### src/rtl/game_pkg.sv
// -----------------------------------------------------------------------------
// game_pkg
// Shared types and constants for the tone-memory game session sequencer.
//   state_e    : session sequencer states
//   NOTE_W     : bits per note inside a lane
//   LANE_W     : bits per lane in the pattern word
//   LANES      : lanes per pattern word
//   PATTERN_W  : width of one pattern word
//   SCORE_W    : width of the score / miss counters
// -----------------------------------------------------------------------------
package game_pkg;

  localparam int NOTE_W    = 3;
  localparam int LANE_W    = 4;
  localparam int LANES     = 8;
  localparam int PATTERN_W = 32;
  localparam int SCORE_W   = 5;

  localparam logic [SCORE_W-1:0] SCORE_MAX = '1;

  typedef enum logic [2:0] {
    ST_IDLE,
    ST_CRST,
    ST_LOAD,
    ST_ARM,
    ST_RUN,
    ST_SCORE,
    ST_DONE
  } state_e;

  // Keeps only the note bits of every lane, so the spare top bit is always 0.
  function automatic logic [PATTERN_W-1:0] note_mask();
    logic [PATTERN_W-1:0] m;
    m = '0;
    for (int i = 0; i < LANES; i++) begin
      m[i*LANE_W +: NOTE_W] = '1;
    end
    return m;
  endfunction

  // Counter increment that sticks at the maximum value.
  function automatic logic [SCORE_W-1:0] sat_inc(input logic [SCORE_W-1:0] v);
    return (v == SCORE_MAX) ? v : v + SCORE_W'(1);
  endfunction

endpackage

### src/rtl/game_round_ctrl_if.sv
// -----------------------------------------------------------------------------
// game_round_ctrl_if
// Link between the session sequencer and the game core.
//   core_reset        : active-high reset to the core
//   core_data         : pattern word for the core data_in
//   core_write_enable : one-cycle load strobe
//   core_game_start   : one-cycle start strobe
//   core_game_end     : game_end returned by the core
// master = sequencer side, slave = core side.
// -----------------------------------------------------------------------------
interface game_round_ctrl_if;
  import game_pkg::*;

  logic                 core_reset;
  logic [PATTERN_W-1:0] core_data;
  logic                 core_write_enable;
  logic                 core_game_start;
  logic                 core_game_end;

  modport master (
    output core_reset,
    output core_data,
    output core_write_enable,
    output core_game_start,
    input  core_game_end
  );

  modport slave (
    input  core_reset,
    input  core_data,
    input  core_write_enable,
    input  core_game_start,
    output core_game_end
  );
endinterface

### src/rtl/song_pattern_rom.sv
// -----------------------------------------------------------------------------
// song_pattern_rom
// Combinational table of note patterns, one per round.
//   idx     in  4   round index
//   pattern out 32  8 lanes of 4 bits, note in [2:0], bit 3 forced to 0;
//                   indices at or above NUM_SONGS return 0
// -----------------------------------------------------------------------------
module song_pattern_rom
  import game_pkg::*;
#(
  parameter int NUM_SONGS = 4
) (
  input  logic [3:0]           idx,
  output logic [PATTERN_W-1:0] pattern
);

  localparam logic [PATTERN_W-1:0] MASK = note_mask();

  logic [PATTERN_W-1:0] raw;

  always_comb begin
    // NOTE: every always_comb output gets a default first so no latch is inferred.
    raw = '0;
    unique case (idx)
      4'd0:  raw = 32'h0123_4567;
      4'd1:  raw = 32'h7654_3210;
      4'd2:  raw = 32'h1357_0246;
      4'd3:  raw = 32'h6420_7531;
      4'd4:  raw = 32'h0011_2233;
      4'd5:  raw = 32'h4455_6677;
      4'd6:  raw = 32'h7766_5544;
      4'd7:  raw = 32'h3322_1100;
      4'd8:  raw = 32'h0707_0707;
      4'd9:  raw = 32'h1616_1616;
      4'd10: raw = 32'h2525_2525;
      4'd11: raw = 32'h3434_3434;
      4'd12: raw = 32'h0000_7777;
      4'd13: raw = 32'h7777_0000;
      4'd14: raw = 32'h1234_5670;
      4'd15: raw = 32'h0765_4321;
      default: raw = '0;
    endcase
  end

  assign pattern = ({28'd0, idx} < NUM_SONGS) ? (raw & MASK) : '0;

endmodule

### src/rtl/game_round_ctrl.sv
// -----------------------------------------------------------------------------
// game_round_ctrl
// Session sequencer: per round it resets the game core, loads one pattern,
// pulses start and waits for game_end or a timeout, keeping score/miss counts.
//   clk          in   system clock
//   reset        in   synchronous active-low reset
//   start_btn    in   level; rising edge starts a session from IDLE/DONE
//   abort        in   level; returns to IDLE from any other state
//   core         if   game_round_ctrl_if.master (core reset/data/strobes/end)
//   song_idx     out  current round index
//   score        out  rounds won (saturating)
//   miss_cnt     out  rounds timed out (saturating)
//   round_active out  high in RUN
//   session_done out  high in DONE
// All outputs are registered and decoded from the next state, so each output
// lines up with the state it belongs to.
// -----------------------------------------------------------------------------
module game_round_ctrl
  import game_pkg::*;
#(
  parameter int NUM_SONGS       = 4,
  parameter int TIMEOUT_CYCLES  = 1000000,
  parameter int CORE_RST_CYCLES = 2
) (
  input  logic               clk,
  input  logic               reset,
  input  logic               start_btn,
  input  logic               abort,
  game_round_ctrl_if.master  core,
  output logic [3:0]         song_idx,
  output logic [SCORE_W-1:0] score,
  output logic [SCORE_W-1:0] miss_cnt,
  output logic               round_active,
  output logic               session_done
);

  // One timer serves both the CRST pulse length and the RUN timeout.
  localparam int TMAX    = (TIMEOUT_CYCLES > CORE_RST_CYCLES) ? TIMEOUT_CYCLES : CORE_RST_CYCLES;
  localparam int TIMER_W = (TMAX > 1) ? $clog2(TMAX) : 1;
  localparam logic [TIMER_W-1:0] CRST_LAST = TIMER_W'(CORE_RST_CYCLES - 1);
  localparam logic [TIMER_W-1:0] RUN_LAST  = TIMER_W'(TIMEOUT_CYCLES - 1);
  localparam logic [3:0]         LAST_SONG = 4'(NUM_SONGS - 1);

  state_e               state_q, state_d;
  logic [TIMER_W-1:0]   timer_q, timer_d;
  logic [3:0]           song_q, song_d;
  logic [SCORE_W-1:0]   score_q, score_d;
  logic [SCORE_W-1:0]   miss_q, miss_d;
  logic                 win_q, win_d;
  logic                 start_prev_q;
  logic                 start_edge;

  logic                 core_reset_q;
  logic                 core_we_q;
  logic                 core_start_q;
  logic [PATTERN_W-1:0] core_data_q;
  logic                 round_active_q;
  logic                 session_done_q;
  logic [PATTERN_W-1:0] rom_pattern;

  assign start_edge = start_btn & ~start_prev_q;

  // Addressed with the next index so the pattern is ready on CRST entry.
  song_pattern_rom #(.NUM_SONGS(NUM_SONGS)) u_rom (
    .idx     (song_d),
    .pattern (rom_pattern)
  );

  always_comb begin
    state_d = state_q;
    timer_d = timer_q;
    song_d  = song_q;
    score_d = score_q;
    miss_d  = miss_q;
    win_d   = win_q;

    unique case (state_q)
      ST_IDLE, ST_DONE: begin
        if (start_edge) begin
          score_d = '0;
          miss_d  = '0;
          song_d  = '0;
          timer_d = '0;
          state_d = ST_CRST;
        end
      end
      ST_CRST: begin
        if (timer_q == CRST_LAST) state_d = ST_LOAD;
        else                      timer_d = timer_q + TIMER_W'(1);
      end
      ST_LOAD: state_d = ST_ARM;
      ST_ARM: begin
        timer_d = '0;
        state_d = ST_RUN;
      end
      ST_RUN: begin
        // game_end wins over a timeout landing on the same cycle.
        if (core.core_game_end) begin
          win_d   = 1'b1;
          state_d = ST_SCORE;
        end else if (timer_q == RUN_LAST) begin
          win_d   = 1'b0;
          state_d = ST_SCORE;
        end else begin
          timer_d = timer_q + TIMER_W'(1);
        end
      end
      ST_SCORE: begin
        if (win_q) score_d = sat_inc(score_q);
        else       miss_d  = sat_inc(miss_q);
        if (song_q == LAST_SONG) begin
          state_d = ST_DONE;
        end else begin
          song_d  = song_q + 4'd1;
          timer_d = '0;
          state_d = ST_CRST;
        end
      end
      default: state_d = ST_IDLE;
    endcase

    // Abort overrides every other event; counters keep their values.
    if (abort && state_q != ST_IDLE) begin
      state_d = ST_IDLE;
      song_d  = song_q;
      score_d = score_q;
      miss_d  = miss_q;
      timer_d = timer_q;
    end
  end

  always_ff @(posedge clk) begin
    // NOTE: reset is sampled on the clock edge, and all state uses <= so every register updates from pre-edge values.
    if (!reset) begin
      state_q        <= ST_IDLE;
      timer_q        <= '0;
      song_q         <= '0;
      score_q        <= '0;
      miss_q         <= '0;
      win_q          <= 1'b0;
      start_prev_q   <= 1'b0;
      core_reset_q   <= 1'b1;
      core_we_q      <= 1'b0;
      core_start_q   <= 1'b0;
      core_data_q    <= '0;
      round_active_q <= 1'b0;
      session_done_q <= 1'b0;
    end else begin
      state_q        <= state_d;
      timer_q        <= timer_d;
      song_q         <= song_d;
      score_q        <= score_d;
      miss_q         <= miss_d;
      win_q          <= win_d;
      start_prev_q   <= start_btn;
      core_reset_q   <= (state_d == ST_IDLE) || (state_d == ST_CRST) || (state_d == ST_DONE);
      core_we_q      <= (state_d == ST_LOAD);
      core_start_q   <= (state_d == ST_ARM);
      round_active_q <= (state_d == ST_RUN);
      session_done_q <= (state_d == ST_DONE);
      if (state_d == ST_CRST && state_q != ST_CRST) core_data_q <= rom_pattern;
    end
  end

  assign core.core_reset        = core_reset_q;
  assign core.core_data         = core_data_q;
  assign core.core_write_enable = core_we_q;
  assign core.core_game_start   = core_start_q;
  assign song_idx               = song_q;
  assign score                  = score_q;
  assign miss_cnt               = miss_q;
  assign round_active           = round_active_q;
  assign session_done           = session_done_q;

endmodule
### src/flat_wrapper.sv
// flat-port wrapper written by rule: the top's interface ports become plain ports
module game_round_ctrl_flat import game_pkg::*;
#(
  parameter int NUM_SONGS       = 4,
  parameter int TIMEOUT_CYCLES  = 1000000,
  parameter int CORE_RST_CYCLES = 2
)
  (clk, reset, start_btn, abort, song_idx, score, miss_cnt, round_active, session_done, core_core_reset, core_core_data, core_core_write_enable, core_core_game_start, core_core_game_end);
  game_round_ctrl_if core_i ();
  input  logic clk;
  input  logic reset;
  input  logic start_btn;
  input  logic abort;
  output logic [3:0] song_idx;
  output logic [SCORE_W-1:0] score;
  output logic [SCORE_W-1:0] miss_cnt;
  output logic round_active;
  output logic session_done;
  output wire logic [$bits(core_i.core_reset)-1:0] core_core_reset;
  output wire logic [$bits(core_i.core_data)-1:0] core_core_data;
  output wire logic [$bits(core_i.core_write_enable)-1:0] core_core_write_enable;
  output wire logic [$bits(core_i.core_game_start)-1:0] core_core_game_start;
  input wire logic [$bits(core_i.core_game_end)-1:0] core_core_game_end;
  assign core_core_reset = core_i.core_reset;
  assign core_core_data = core_i.core_data;
  assign core_core_write_enable = core_i.core_write_enable;
  assign core_core_game_start = core_i.core_game_start;
  assign core_i.core_game_end = core_core_game_end;
  game_round_ctrl #(.NUM_SONGS(NUM_SONGS), .TIMEOUT_CYCLES(TIMEOUT_CYCLES), .CORE_RST_CYCLES(CORE_RST_CYCLES)) u_core (.clk(clk), .reset(reset), .start_btn(start_btn), .abort(abort), .core(core_i), .song_idx(song_idx), .score(score), .miss_cnt(miss_cnt), .round_active(round_active), .session_done(session_done));
endmodule
### config.mk
export PLATFORM = sky130hd
export DESIGN_NAME = game_round_ctrl_flat
export DESIGN_NICKNAME = d
export VERILOG_FILES = /design/src/rtl/game_pkg.sv /design/src/rtl/game_round_ctrl_if.sv /design/src/rtl/song_pattern_rom.sv /design/src/rtl/game_round_ctrl.sv /design/src/flat_wrapper.sv
export SDC_FILE = /design/constraint.sdc
export NUM_CORES = 1
export LEC_CHECK = 0
export CAP_MARGIN = 20
export CORE_UTILIZATION = 55
export CTS_BUF_LIST = sky130_fd_sc_hd__clkbuf_8
export CTS_CLUSTER_SIZE = 28
export DETAILED_ROUTE_END_ITERATION = 10
export GPL_TIMING_DRIVEN = 0
export PLACE_DENSITY = 0.82
export SLEW_MARGIN = 40
export SYNTH_ARGS = -nofsm -noshare
export SYNTH_HDL_FRONTEND = slang
export SYNTH_SLANG_ARGS = --single-unit
### constraint.sdc
create_clock -name clk -period 3.1 [get_ports clk]
set_input_delay 0.93 -clock clk [delete_from_list [all_inputs] [get_ports clk]]
set_output_delay 0.93 -clock clk [all_outputs]
set_load 0.02 [all_outputs]
==> results_dict.tcl <==
set metrics [dict create \
    outcome "finished, final reports clean" \
    root_buffer "clkbuf_8" \
    grt_overflow 0 \
    dpl.hpwl_mm 5.574 \
    drcViolationCount 0 \
    clock_sinks 68 \
    path_clk_slew_ns 0.08 \
    drive_gt1_share_pct 11.97 \
    synth_area_mm2 0.003417 \
    report.final.hold_viol_count 0 \
    die_area_mm2 0.006532 \
    start_kind "input port" \
    tritoncts "done" \
    r2r_cells 10 \
    hold_end "u_core.core.core_data[12]$_SDFFE_PN0P_" \
    setup_viol_count_final 0 \
    crit_buf_inv 3 \
    critPathMostFrequentCell "inv_1" \
    worstSkewPairLatency_ns 0.36 \
    p_comb_share_pct 15.6 \
    drtIter0Drc 167 \
    hold_path.class "flop to flop" \
    routed_wl_mm 7.924 \
    slowest_stage "clkdlybuf4s50_1" \
    rows 28 \
    cp_slowest_stage_delay_ns 0.45 \
    relSlewSlack_pct 57.35 \
    max_freq_ghz 0.3412 \
    synth_warnings 0 \
    synthAdderAreaFrac_pct 3.955 \
    antenna_found_initial 0 \
    setup.worst_path.end_class "flop" \
    io_buffers 46 \
    rr_endpoint "u_core.core.core_data[28]$_SDFFE_PN0P_" \
    synthMuxAreaShare_pct 2.051 \
    intPower_mw 1.410 \
    pwr-share-seq_pct 47.0 \
    holdPathStages 2 \
    yosysUniqueCellTypes 64 \
    arrival_ns 3.18 \
    synth_top_family_by_area "simple AND/OR/NAND/NOR gates" \
    final_antenna_net_count 0 \
    dp.cells 510 \
    syn_inst 382 \
    cts_resized 1 \
    reg2reg_from "u_core.song_idx[0]$_SDFF_PN0_" \
    path_delay_family "compound AO/OA/AOI/OAI gates" \
    nets 461 \
    synth_xor_area_share_pct 0 \
    die_y_um 80.82 \
    synth-simple-area-share_pct 26.25 \
    rsz0062_at_grt "false" \
    grt_pass1_wl_mm 12.54 \
    initial_utilization_pct 57.37 \
    r2r_setup_slack_ns 0.44 \
    num_io_pins 56 \
    grt_start_max_net_pins 14 \
    die_w_um 80.82 \
    grt_pass1_vias 2682 \
    clockBufferDepth 2 \
    crit_required_ns 3.34 \
    grt.total_usage_pct 24.97 \
    cellPowerDensity_mw_per_mm2 468.0 \
    swShare_pct 28.46 \
    utilization_pct 70.74 \
    synth-edff-count 0 \
    period_minus_slack_ns 2.931 \
    num_antenna_cells 0 \
    async_flop_share_pct 0 \
    stdcell_count 526 \
    critical_path_peak_fanout 9 \
    htree_levels 3 \
    gp_congestion 0.8583 \
    cap_violations 0 \
    dr_total_vias 3127 \
    slew_viol_final 0 \
    synth_compound_area_share_pct 21.02 \
    ys_seq_elements 68 \
    avgSynthCellArea_um2 8.945 \
    p_leak_nw 1.663 \
    drt_pre_antenna_iters 5 \
    tightest_slew_ns 0.6392 \
    core_mm2 0.005956 \
    skew_ns 0.009008 \
    holdBufCountCts 0 \
    yosysSeqAreaShare_pct 39.84 \
    cts_buffers 9 \
    worstSetupPathType "input port to flop" \
    syn2layout_area_growth_pct 23.29 \
    min-delay-start "u_core.core.core_data[12]$_SDFFE_PN0P_" \
    cp_cell_sequence "clkdlybuf4s50_1, nor4b_2, a311o_2, o211ai_4, o2bb2ai_2, inv_1, ha_1, inv_1, nor2_4, a21o_1" \
    irDropWorstVdd_uv 459.1 \
    post_cts_buffers 0 \
    fin_crit_sh_pct 94.55 \
    avgRoutedWirePerCell_um 15.06 \
    viasPerCell 5.945 \
    synth-main-ff-cell "dfxtp_1" \
    p_clk_share_pct 37.4 \
    switching_power_mw 0.5612 \
]
[cell families after synthesis]
family | after synthesis
AOI/OAI and AO/OA | 107
adders and majority gates | 11
buffers and inverters | 40
DFF | 68
muxes | 7
other | 1
and+or+nand+nor | 148
[synthesized netlist by cell type (all sizes together), types with 4 or more instances]
cell	count	share of area, %
mux2i	7	2.1
o21ai	19	2.9
and2	6	1.1
nand4	7	1.5
nor2b	8	1.5
nand3b	7	1.6
inv	12	1.3
nor2	21	2.5
clkbuf	7	0.77
ha	10	3.7
nor3	5	0.73
nor3b	4	1.0
or3	5	0.92
a21oi	35	5.1
a21o	19	4.2
dfxtp	68	40
nand3	19	2.8
buf	20	4.6
nor4	9	1.8
or4	11	2.5
and3	4	0.73
nand2	21	2.3
nand2b	7	1.3
o31ai	11	2.4
[per-stage QoR]
stage / setup TNS (ns) / hold slack (ns) / worst slack, ns / area, um^2 / power, mW
2_1_floorplan: 0 / 0.4592 / 0.3308 / 3443 / 1.149
3_3_place_gp: -4.467 / 0.4343 / -0.3135 / 3998 / 1.243
3_5_place_dp: -5.306 / 0.4395 / -0.3745 / 3998 / 1.248
4_1_cts: 0 / 0.4588 / 0.003584 / 4199 / 1.978
5_1_grt: 0 / 0.4687 / 0.07411 / 4213 / 2.055
6_report: 0 / 0.4570 / 0.1688 / 4213 / 1.971
[worst register-to-register path, cell delays in order (launching register included)]
cell	delay, ns
dfxtp_1	0.46
ha_1	0.28
or3b_1	0.35
buf_2	0.19
o211ai_4	0.31
o2bb2ai_2	0.19
inv_1	0.10
ha_1	0.33
inv_1	0.10
nor2_4	0.06
a21o_1	0.19
[worst max-delay path by stage]
stage	from	endpoint	slack, ns	depth (start not counted)
floorplan	abort	u_core.core.core_data[18]$_SDFFE_PN0P_	0.33	10
global placement	start_btn	u_core.core.core_data[18]$_SDFFE_PN0P_	-0.31	10
detailed placement	start_btn	u_core.core.core_data[28]$_SDFFE_PN0P_	-0.37	10
CTS	start_btn	u_core.core.core_data[5]$_SDFFE_PN0P_	0.004	9
global route	start_btn	u_core.core.core_data[21]$_SDFFE_PN0P_	0.07	9
finish	start_btn	u_core.core.core_data[28]$_SDFFE_PN0P_	0.17	10
[power groups by stage]
| stage | combinational [mW] | clock (mW) | sequential [mW] |
|---|---|---|---|
| floorplan | 0.175 | 0 | 0.974 |
| detailed placement | 0.302 | 0 | 0.947 |
| finish | 0.307 | 0.738 | 0.926 |
| global placement | 0.298 | 0 | 0.945 |
| CTS | 0.304 | 0.748 | 0.926 |
| global route | 0.330 | 0.794 | 0.931 |
[metal layers]
metal  vias to the layer above  global-route usage (%)  wire length, um
li1                       1535                       -                -
met3                        10                   6.180              470
met1                      1478                   32.53             3613
met5                         -                       0                0
met4                         0                   11.07              112
met2                       104                   38.91             3728
[layout by cell type (no fill, tap or decap), drive strengths merged, types with 3 or more instances in the layout]
| cell | n |
|---|---|
| dfxtp | 68 |
| clkdlybuf4s50 | 46 |
| a21oi | 35 |
| nand2 | 21 |
| nor2 | 21 |
| buf | 20 |
| a21o | 19 |
| nand3 | 19 |
| o21ai | 19 |
| clkbuf | 16 |
| inv | 13 |
| o31ai | 11 |
| or4 | 11 |
| ha | 10 |
| nor4 | 9 |
| nor2b | 8 |
| conb | 8 |
| nand2b | 7 |
| mux2i | 7 |
| nand4 | 7 |
| nand3b | 7 |
| and2 | 6 |
| clkinv | 6 |
| or3 | 5 |
| nor3 | 5 |
| and3 | 4 |
| nor3b | 4 |
| o41ai | 3 |
| nor4b | 3 |
| o311ai | 3 |
[sequential cells by signal, indices dropped and copies added (netlist names)]
register	count
u_core.core.core_reset	1
u_core.session_done	1
u_core.timer_q	20
u_core.core.core_game_start	1
u_core.song_idx	4
u_core.round_active	1
u_core.score	5
u_core.win_q	1
u_core.miss_cnt	5
u_core.core.core_data	24
u_core.state_q	3
u_core.start_prev_q	1
u_core.core.core_write_enable	1
[area by class of cell]
cell class / instances / area, um^2
Timing Repair Buffer: 46 / 460.4
Multi-Input combinational cell: 281 / 1867
Clock buffer: 9 / 123.9
Fill cell: 473 / 1743
Clock inverter: 7 / 75.07
Sequential cell: 68 / 1361
Tap cell: 75 / 93.84
Inverter: 13 / 48.80
Buffer: 27 / 182.7
Note: power is estimated with default switching activity, not from simulation.
